**config.mk**
```make
export PLATFORM = sky130hd
export DESIGN_NAME = clk_ratio_monitor
export DESIGN_NICKNAME = d
export VERILOG_FILES = /design/src/rtl/clk_ratio_monitor.sv
export SDC_FILE = /design/constraint.sdc
export NUM_CORES = 1
export LEC_CHECK = 0
export CAP_MARGIN = 25
export CORE_MARGIN = 2
export CORE_UTILIZATION = 25
export CTS_CLUSTER_SIZE = 20
export DETAILED_ROUTE_END_ITERATION = 16
export HOLD_SLACK_MARGIN = 0.1
export PLACE_DENSITY = 0.39
export SLEW_MARGIN = 10
export SYNTH_ARGS = -nofsm -noshare
export SYNTH_HDL_FRONTEND = slang
export SYNTH_SLANG_ARGS = --single-unit
```
**constraint.sdc**
```tcl
create_clock -name I_ref_clk -period 3.5 [get_ports I_ref_clk]
set_clock_uncertainty 0.05 [all_clocks]
set_input_delay 0.7 -clock I_ref_clk [delete_from_list [all_inputs] [get_ports I_ref_clk]]
set_output_delay 0.7 -clock I_ref_clk [all_outputs]
set_load 0.005 [all_outputs]
```
**src/rtl/clk_ratio_monitor.sv**
```systemverilog
// clk_ratio_monitor: measures the period and high-phase width of a divided
// clock in reference-clock cycles, and flags lock (stable ratio) and timeout
// (no edge for 255 cycles in the current phase).
module clk_ratio_monitor #(
    parameter int LOCK_CNT = 4  // consecutive matching periods for lock, 2..15
) (
    input  logic       I_ref_clk,
    input  logic       I_rst,
    input  logic       I_en,
    input  logic       I_div_clk,
    output logic [7:0] O_ratio,
    output logic [7:0] O_high_cnt,
    output logic       O_meas_valid,
    output logic       O_locked,
    output logic       O_timeout
);

    localparam logic [3:0] LOCK_W = 4'(LOCK_CNT);

    typedef enum logic [1:0] {IDLE, HIGH, LOW, TMO} state_t;

    state_t     state;
    logic       s1, s2, s3;
    logic [2:0] vld_pipe;
    logic       rise, fall;
    logic [7:0] hi_cnt, lo_cnt;
    logic [3:0] match_cnt;
    logic [3:0] match_nxt;
    logic [8:0] sum9;
    logic [7:0] meas_ratio;

    // Sync chain plus a fill marker: edges are only trusted once s3 holds a
    // real sample, so a clock already high at reset release is not a rise.
    always_ff @(posedge I_ref_clk) begin
        if (I_rst) begin
            s1       <= 1'b0;
            s2       <= 1'b0;
            s3       <= 1'b0;
            vld_pipe <= '0;
        end else begin
            s1       <= I_div_clk;
            s2       <= s1;
            s3       <= s2;
            vld_pipe <= {vld_pipe[1:0], 1'b1};
        end
    end

    assign rise = vld_pipe[2] &  s2 & ~s3;
    assign fall = vld_pipe[2] & ~s2 &  s3;

    // Period measurement (saturating) and next repeat count for the lock test.
    always_comb begin
        sum9       = {1'b0, hi_cnt} + {1'b0, lo_cnt};
        meas_ratio = sum9[8] ? 8'hFF : sum9[7:0];
        match_nxt  = 4'd1;
        if (match_cnt != 4'd0 && meas_ratio == O_ratio)
            match_nxt = (match_cnt >= LOCK_W) ? LOCK_W : match_cnt + 4'd1;
    end

    // Phase FSM: counts high/low phases, emits a measurement on each rise
    // that closes a complete period, and tracks lock and timeout.
    always_ff @(posedge I_ref_clk) begin
        if (I_rst) begin
            state        <= IDLE;
            hi_cnt       <= '0;
            lo_cnt       <= '0;
            match_cnt    <= '0;
            O_ratio      <= '0;
            O_high_cnt   <= '0;
            O_meas_valid <= 1'b0;
            O_locked     <= 1'b0;
            O_timeout    <= 1'b0;
        end else if (!I_en) begin
            state        <= IDLE;
            hi_cnt       <= '0;
            lo_cnt       <= '0;
            match_cnt    <= '0;
            O_meas_valid <= 1'b0;
            O_locked     <= 1'b0;
            O_timeout    <= 1'b0;
        end else begin
            O_meas_valid <= 1'b0;
            case (state)
                IDLE: begin
                    if (rise) begin
                        hi_cnt <= 8'd1;
                        lo_cnt <= '0;
                        state  <= HIGH;
                    end
                end
                HIGH: begin
                    if (fall) begin
                        lo_cnt <= 8'd1;
                        state  <= LOW;
                    end else if (hi_cnt == 8'hFF) begin
                        state     <= TMO;
                        O_timeout <= 1'b1;
                        match_cnt <= '0;
                        O_locked  <= 1'b0;
                        hi_cnt    <= '0;
                        lo_cnt    <= '0;
                    end else begin
                        hi_cnt <= hi_cnt + 8'd1;
                    end
                end
                LOW: begin
                    if (rise) begin
                        O_ratio      <= meas_ratio;
                        O_high_cnt   <= hi_cnt;
                        O_meas_valid <= 1'b1;
                        match_cnt    <= match_nxt;
                        O_locked     <= (match_nxt == LOCK_W);
                        hi_cnt       <= 8'd1;
                        lo_cnt       <= '0;
                        state        <= HIGH;
                    end else if (lo_cnt == 8'hFF) begin
                        state     <= TMO;
                        O_timeout <= 1'b1;
                        match_cnt <= '0;
                        O_locked  <= 1'b0;
                        hi_cnt    <= '0;
                        lo_cnt    <= '0;
                    end else begin
                        lo_cnt <= lo_cnt + 8'd1;
                    end
                end
                TMO: begin
                    // a fall here is ignored; only a rise restarts counting
                    if (rise) begin
                        O_timeout <= 1'b0;
                        hi_cnt    <= 8'd1;
                        lo_cnt    <= '0;
                        state     <= HIGH;
                    end
                end
                default: state <= IDLE;
            endcase
        end
    end

endmodule

```
# Word level (Yosys, flattened, before mapping)
# Cells that the tools add are included.
dict set report op_classes {
  addsub 4
  mul 0
  n_div 0
  magnitude_cmp 1
  n_eq_ne 15
  shifts 0
  mux 39
  bitwise 8
  n_reduce_logical 14
}
# operator count
set ops {}
lappend ops {{$mux 8} 11}
lappend ops {{$pmux 8 s3} 2}
lappend ops {{$mux 4} 6}
lappend ops {{$add 8x1->8 const B} 2}
lappend ops {{$eq 8x8->1 const B} 2}
lappend ops {{$mux 1} 11}
lappend ops {{$mux 2} 5}
lappend ops {{$ne 2x2->1 const B} 5}
lappend ops {{$add 8x8->9} 1}
lappend ops {{$reduce_and 3->1} 3}
lappend ops {{$eq 8x8->1} 1}
lappend ops {{$pmux 4 s2} 1}
lappend ops {{$ne 3x3->1 const B} 2}
lappend ops {{$pmux 2 s3} 1}
lappend ops {{$reduce_and 6->1} 1}
lappend ops {{$add 4x1->4 const B} 1}
lappend ops {{$and 1x1->1} 4}
lappend ops {{$eq 2x2->1 const B} 2}
lappend ops {{$eq 4x3->1 const B} 1}
lappend ops {{$ge 4x3->1 const B} 1}
lappend ops {{$not 1->1} 4}
lappend ops {{$reduce_and 4->1} 1}
lappend ops {{$reduce_bool 4->1} 1}
lappend ops {{$reduce_or 2->1} 2}
lappend ops {{10 further kinds} 10}
dict set report totals {
  reg_bits 47
  latch_bits 0
  mem_bits_rw 0
  mem_bits_ro 0
  inputBits 4
  out_inout_bits 19
  mem_count 0
}

# Depth between registers and ports, before layout
dict set report depth {
  ltp_word 8
  mapped_depth 11
  depth_no_buf 10
}

# Worst setup path after synthesis
# OpenSTA, ideal clock, no wires.
dict set report synth_path {
  kind {register to register}
  startpoint {register hi_cnt[0]}
  endpoint {register match_cnt[0]}
  setup_time_ns 0.121
  t_arrival_ns 2.539
  required_ns 3.329
  slack_ns 0.790
  stages_incl_launch_ff 10
  n_path_buf 0
  cell_sequence {dfxtp_1 -> ha_1 -> fa_1 -> a21o_4 -> a221oi_4 -> a21oi_2 -> o32a_1 -> a211oi_4 -> o211a_1 -> nor3_2}
}
dict set report synth_via {
  elab_chain_len 7
}
# item line
set synth_lines {}
lappend synth_lines {{start, declared} 26} ;# logic [7:0] hi_cnt, lo_cnt;
lappend synth_lines {{start signal, assigned} 103} ;# hi_cnt <= hi_cnt + 8'd1;
lappend synth_lines {{$add 8x8->9} 53} ;# sum9 = {1'b0, hi_cnt} + {1'b0, lo_cnt};
lappend synth_lines {{$mux 8} 54} ;# meas_ratio = sum9[8] ? 8'hFF : sum9[7:0];
lappend synth_lines {{$eq 8x8->1} 56} ;# if (match_cnt != 4'd0 && meas_ratio == O_ratio)
lappend synth_lines {{$logic_and 1x1->1} 56}
lappend synth_lines {{$mux 4} 56}
lappend synth_lines {{$mux 4} 107} ;# if (rise) begin
lappend synth_lines {{$pmux 4 s2} 83} ;# case (state)
lappend synth_lines {{end signal, assigned} 111} ;# match_cnt <= match_nxt;
lappend synth_lines {{end, declared} 27} ;# logic [3:0] match_cnt;
# Parallel ways exist; a longest one is shown, timed or not.
# A chain may end at the register's enable or synchronous reset.

# Worst setup path after layout
dict set report layout_path {
  startpoint {register hi_cnt[0]}
  endpoint {register O_locked}
}
dict set report layout_via {
  elab_chain_len 8
}
# item line
set layout_lines {}
lappend layout_lines {{$add 8x8->9} 53}
lappend layout_lines {{$mux 8} 54}
lappend layout_lines {{$eq 8x8->1} 56}
lappend layout_lines {{$logic_and 1x1->1} 56}
lappend layout_lines {{$mux 4} 56}
lappend layout_lines {{$eq 4x3->1} 112} ;# O_locked <= (match_nxt == LOCK_W);
lappend layout_lines {{$mux 1} 107}
lappend layout_lines {{$pmux 1 s2} 83}
lappend layout_lines {{end signal, assigned} 112}
lappend layout_lines {{end, declared} 14} ;# output logic O_locked,
# Parallel ways exist; a longest one is shown, timed or not.

==> flow_metrics.env <==
export IMPL_ir_drop_mv=0.1711
export IMPL_ctsResizeCount=0
export IMPL_avgSynthCellArea_um2=8.048
export IMPL_critPathTopFamily="compound AO/OA/AOI/OAI gates"
export IMPL_routedWlPerCell_um=14.83
export IMPL_antenna_found_initial=0
export IMPL_synthTopCellsByArea="dfxtp_1, nand2_1, ha_1, a21oi_1, nor2_1"
export IMPL_drt_initial_drc_count=84
export IMPL_areaGrowthSynthToFinish_pct=17.93
export IMPL_syn_inst=333
export IMPL_setup_viol=0
export IMPL_synth_seq_cells=47
export IMPL_power_switching_uw=211.3
export IMPL_die_h_um=107.5
export IMPL_cts_hold_fix_buffers=0
export IMPL_drv_cap=0
export IMPL_portBuffers=22
export IMPL_clock_path_buffers=2
export IMPL_htree_levels=2
export IMPL_holdWs_ns=0.3943
export IMPL_synth_top_area_cell="dfxtp_1"
export IMPL_grt_max_degree=18
export IMPL_critPathLaunchType="register"
export IMPL_place_congestion=0.7986
export IMPL_finalInstanceArea_mm2=0.003161
export IMPL_core_area_mm2=0.01037
export IMPL_cp_depth=9
export IMPL_cts_root_buf="clkbuf_8"
export IMPL_place_area_mm2=0.003043
export IMPL_crit_chain="ha_1 > fa_1 > a21o_4 > a221oi_4 > a21oi_2 > o32a_1 > a211oi_4 > o2111ai_1 > a21oi_1"
export IMPL_clock_sinks=47
export IMPL_postRouteAntennaNets=0
export IMPL_first_global_vias=2249
export IMPL_setup_ws_ns=0.4120
export IMPL_overflow=0
export IMPL_netlist_top_cells_count="nand2_1, dfxtp_1, a21oi_1"
export IMPL_placementRows=37
export IMPL_fin_crit_ns=3.088
export IMPL_cp_arrival_ns=3.26
export IMPL_yosysMostFrequentCell="nand2_1"
export IMPL_drt_first_pass_iters=4
export IMPL_cts_buffers=5
export IMPL_drc=0
export IMPL_slowest_stage="fa_1"
export IMPL_grt_util_all_layers=0.1302
export IMPL_ys_seq_area_frac=0.3511
export IMPL_slowest_delay_ns=0.43
export IMPL_p_int_uw=778.2
export IMPL_cts_setup_buffers=0
export IMPL_slew_headroom=0.5173
export IMPL_min_path_cells=1
export IMPL_insertion_delay_ns=0.30
export IMPL_yosysUniqueCellTypes=57
export IMPL_seqPwrFrac=0.545
export IMPL_dieArea_mm2=0.01156
export IMPL_synth_edf_count=0
export IMPL_clkPwrFrac=0.428
export IMPL_cts_tree="built"
export IMPL_dp_hpwl_um=5492
export IMPL_via_count=2381
export IMPL_clk_pin_slew_ns=0.09
export IMPL_synth_async_sr_flop_share=0
export IMPL_clock_fmax_mhz=323.8
export IMPL_drt_wl_total_um=7280
export IMPL_pin_count=23
export IMPL_final_nets=375
export IMPL_yosysWarnings=0
export IMPL_syn_num_nets=354
export IMPL_p_leak_uw=0.001132
export IMPL_tns_ns=0
export IMPL_cp_end_kind="register"
export IMPL_fin_total_pwr_uw=989.6
export IMPL_period_share=0.8823
export IMPL_diodes=0
export IMPL_p_per_area_mw_per_mm2=313.1
export IMPL_status="complete, no violations"
export IMPL_cp_buffers_inverters=0
export IMPL_worstRegToRegCells=9
export IMPL_die_w_um=107.5
export IMPL_drive_gt1_frac=0.07606
export IMPL_pre_cts_slack_ns=0.4369
export IMPL_final_hold_violation_count=0
export IMPL_via_per_inst=4.849
export IMPL_rsz0062_at_grt="false"
export IMPL_critPathKind="reg -> reg"
export IMPL_cp_required_ns=3.67
export IMPL_initial_utilization=0.2584
export IMPL_synth_top_area_share=0.3511
export IMPL_worst_slew_pin_slew_ns=0.7221
export IMPL_grt_pass1_wl_um=11870
export IMPL_synth_area_mm2=0.002680
export IMPL_slew_violations=0
export IMPL_netSwitchingFraction=0.2136
export IMPL_ys_flop_type="dfxtp_1"
export IMPL_path_max_fanout=13
export IMPL_min_path_type="reg -> reg"
export IMPL_p_comb_frac=0.027
-- layout make-up --
cell class | count | area (µm²)
sequential | 47 | 940.9
fill | 1159 | 7209
clock inverter | 2 | 35.03
multi-input combinational | 262 | 1629
tap | 136 | 170.2
timing repair buffer | 28 | 265.3
clock buffer | 6 | 82.58
inverter | 10 | 37.54
-- metrics by stage --
| stage | util | cells |
|---|---|---|
| 2_1_floorplan | - | 333 |
| 5_1_grt | 0.3048 | 491 |
| 6_report | 0.3048 | 491 |
| 4_1_cts | 0.3048 | 491 |
| 3_3_place_gp | 0.2934 | 483 |
| 3_5_place_dp | 0.2934 | 483 |
-- final timing paths --
kind / start / endpoint / slack (ns)
worst max-delay path: hi_cnt[0] / O_locked / 0.41
worst min-delay path: s1 / s2 / 0.39
worst max register to register: hi_cnt[0] / O_locked / 0.41
worst min register to register: s1 / s2 / 0.39
-- cells by family (layout without fill, tap and decap cells) --
family          Yosys count  after routing  synth area share
simple gates            151            151            0.2773
fa+ha+maj                17             17           0.08217
xor+xnor                 12             12           0.03922
compound gates           82             82            0.2092
buf+inv                  24             46           0.04108
flops                    47             47            0.3511
-- power by group through the flow --
stage	Combinational (µW)	Clock, µW	Sequential, µW
after floorplan	15.1	0	552
after global placement	26.9	0	552
after detailed placement	27.2	0	552
after CTS	27.3	444	540
after global routing	29.6	460	540
final	26.5	423	540
-- metal layers --
metal | global-route usage | share of wire | up-vias
met5 | 0 | 0 | -
met4 | 0.03114 | 0.010 | 0
li1 | - | - | 1226
met1 | 0.1916 | 0.53 | 1114
met2 | 0.1990 | 0.43 | 34
met3 | 0.01877 | 0.028 | 7
-- registers in the layout, indices dropped and copies added, names as in the netlist --
name          cells
match_cnt         4
hi_cnt            8
O_locked          1
O_ratio           8
O_meas_valid      1
s2                1
O_timeout         1
s3                1
vld_pipe          3
s1                1
state             2
O_high_cnt        8
lo_cnt            8
-- layout by cell type (no fill, tap or decap), types with 10 or more instances in the layout --
cell type and n:
nand3_1 10, inv_1 10, nor3_1 11, nand2_1 57
clkdlybuf4s50_1 22, dfxtp_1 47, o21ai_0 16, ha_1 16
a21oi_1 29, nor2_1 27
Note: power is estimated with default switching activity, not from simulation.
==> edit (same settings) <==
Register the output `O_high_cnt` once more; this adds one clock of latency there. The other outputs are not delayed to match.
--- a/src/rtl/clk_ratio_monitor.sv
+++ b/src/rtl/clk_ratio_monitor.sv
@@ -19,4 +19,6 @@
 
     typedef enum logic [1:0] {IDLE, HIGH, LOW, TMO} state_t;
+
+    logic [7:0] O_high_cnt_s0;
 
     state_t     state;
@@ -67,5 +69,5 @@
             match_cnt    <= '0;
             O_ratio      <= '0;
-            O_high_cnt   <= '0;
+            O_high_cnt_s0 <= '0;
             O_meas_valid <= 1'b0;
             O_locked     <= 1'b0;
@@ -107,5 +109,5 @@
                     if (rise) begin
                         O_ratio      <= meas_ratio;
-                        O_high_cnt   <= hi_cnt;
+                        O_high_cnt_s0 <= hi_cnt;
                         O_meas_valid <= 1'b1;
                         match_cnt    <= match_nxt;
@@ -139,4 +141,8 @@
     end
 
+    always_ff @(posedge I_ref_clk) begin
+        O_high_cnt <= O_high_cnt_s0;
+    end
+
 endmodule
 
Check against the original RTL: not equivalent (a bounded check fails within 10 cycles, from zero or initial values and one cycle with I_rst high).
==> edit against the original RTL <==
Worst hold slack lost 91 ps; worst setup slack gained 55 ps; sequential cell count grew 8; final area grew 7.5%; total power grew 18%; routed wire length grew 3.0%; synthesized area grew 7.7%; highest routed layer unchanged.
==> edit: results (changes against the original RTL) <==
- DR WL/cell: 14.7 um (-0.82%)
- Synth top cells by count: 55 x dfxtp_1, 48 x nand2_1, 34 x nor2_1
- Clk cell area share: 0.0446 (+0.00734)
- Hold Crit Start: O_high_cnt_s0[5]
- CP max FO: 8 (-5)
- Compound-Gate Fraction of Synth Area: 0.193 (-0.0163)
- CP delay by family, top: simple AND/OR/NAND/NOR gates
- Combinational power: 24.8 uW (-6%)
- Filler instances: 1213 (+4.7%)
- Dpl hpwl: 5.80 mm (+5.6%)
- Status: complete, no violations
- Via Count: 2540 (+6.7%)
- DR iter-0 viols: 148 (+76%)
- Clk sinks: 55 (+17%)
- Share of layout cells above drive strength 1: 0.0572 (-0.0188)
- Comb_multi_in: 269 (+2.7%)
- Number of global-route vias before repair: 2434 (+8.2%)
- DR WL met3: 185 um (-8.0%)
- Seq area share: 0.324 (+0.0263)
- Met1 wire length: 3.84 mm (-0.16%)
- Max incr delay on CP: 600 ps (+170 ps)
- Critical Path AT: 3170 ps (-90 ps)
- Met1 Use GR: 0.179 (-0.0125)
- Total track usage: 0.128 (-0.00208)
- Wire length on met2: 3.32 mm (+4.8%)
- Final non-clock buffer share: 0.0714 (-0.0125)
==> edit: worst max-delay path by stage <==
| stage | start | endpoint | depth (start not counted) |
|---|---|---|---|
| 5_1_grt | hi_cnt[0] | match_cnt[0] | 9 |
| 3_3_place_gp | hi_cnt[0] | match_cnt[0] | 9 |
| 4_1_cts | hi_cnt[0] | match_cnt[0] | 9 |
| 2_1_floorplan | hi_cnt[0] | match_cnt[0] | 10 |
| 3_5_place_dp | hi_cnt[0] | match_cnt[0] | 9 |
| 6_report | hi_cnt[0] | match_cnt[0] | 9 |
==> edit: stage by stage <==
step / instance area [um^2] / power (mW) / setup slack, ps / hold WS, ps
global route: 3400 / 1.22 / 302 / 308
floorplan: 2890 / 0.658 / 658 / 281
CTS: 3400 / 1.19 / 472 / 305
detailed placement: 3250 / 0.670 / 487 / 289
global placement: 3250 / 0.671 / 548 / 288
finish: 3400 / 1.17 / 467 / 303
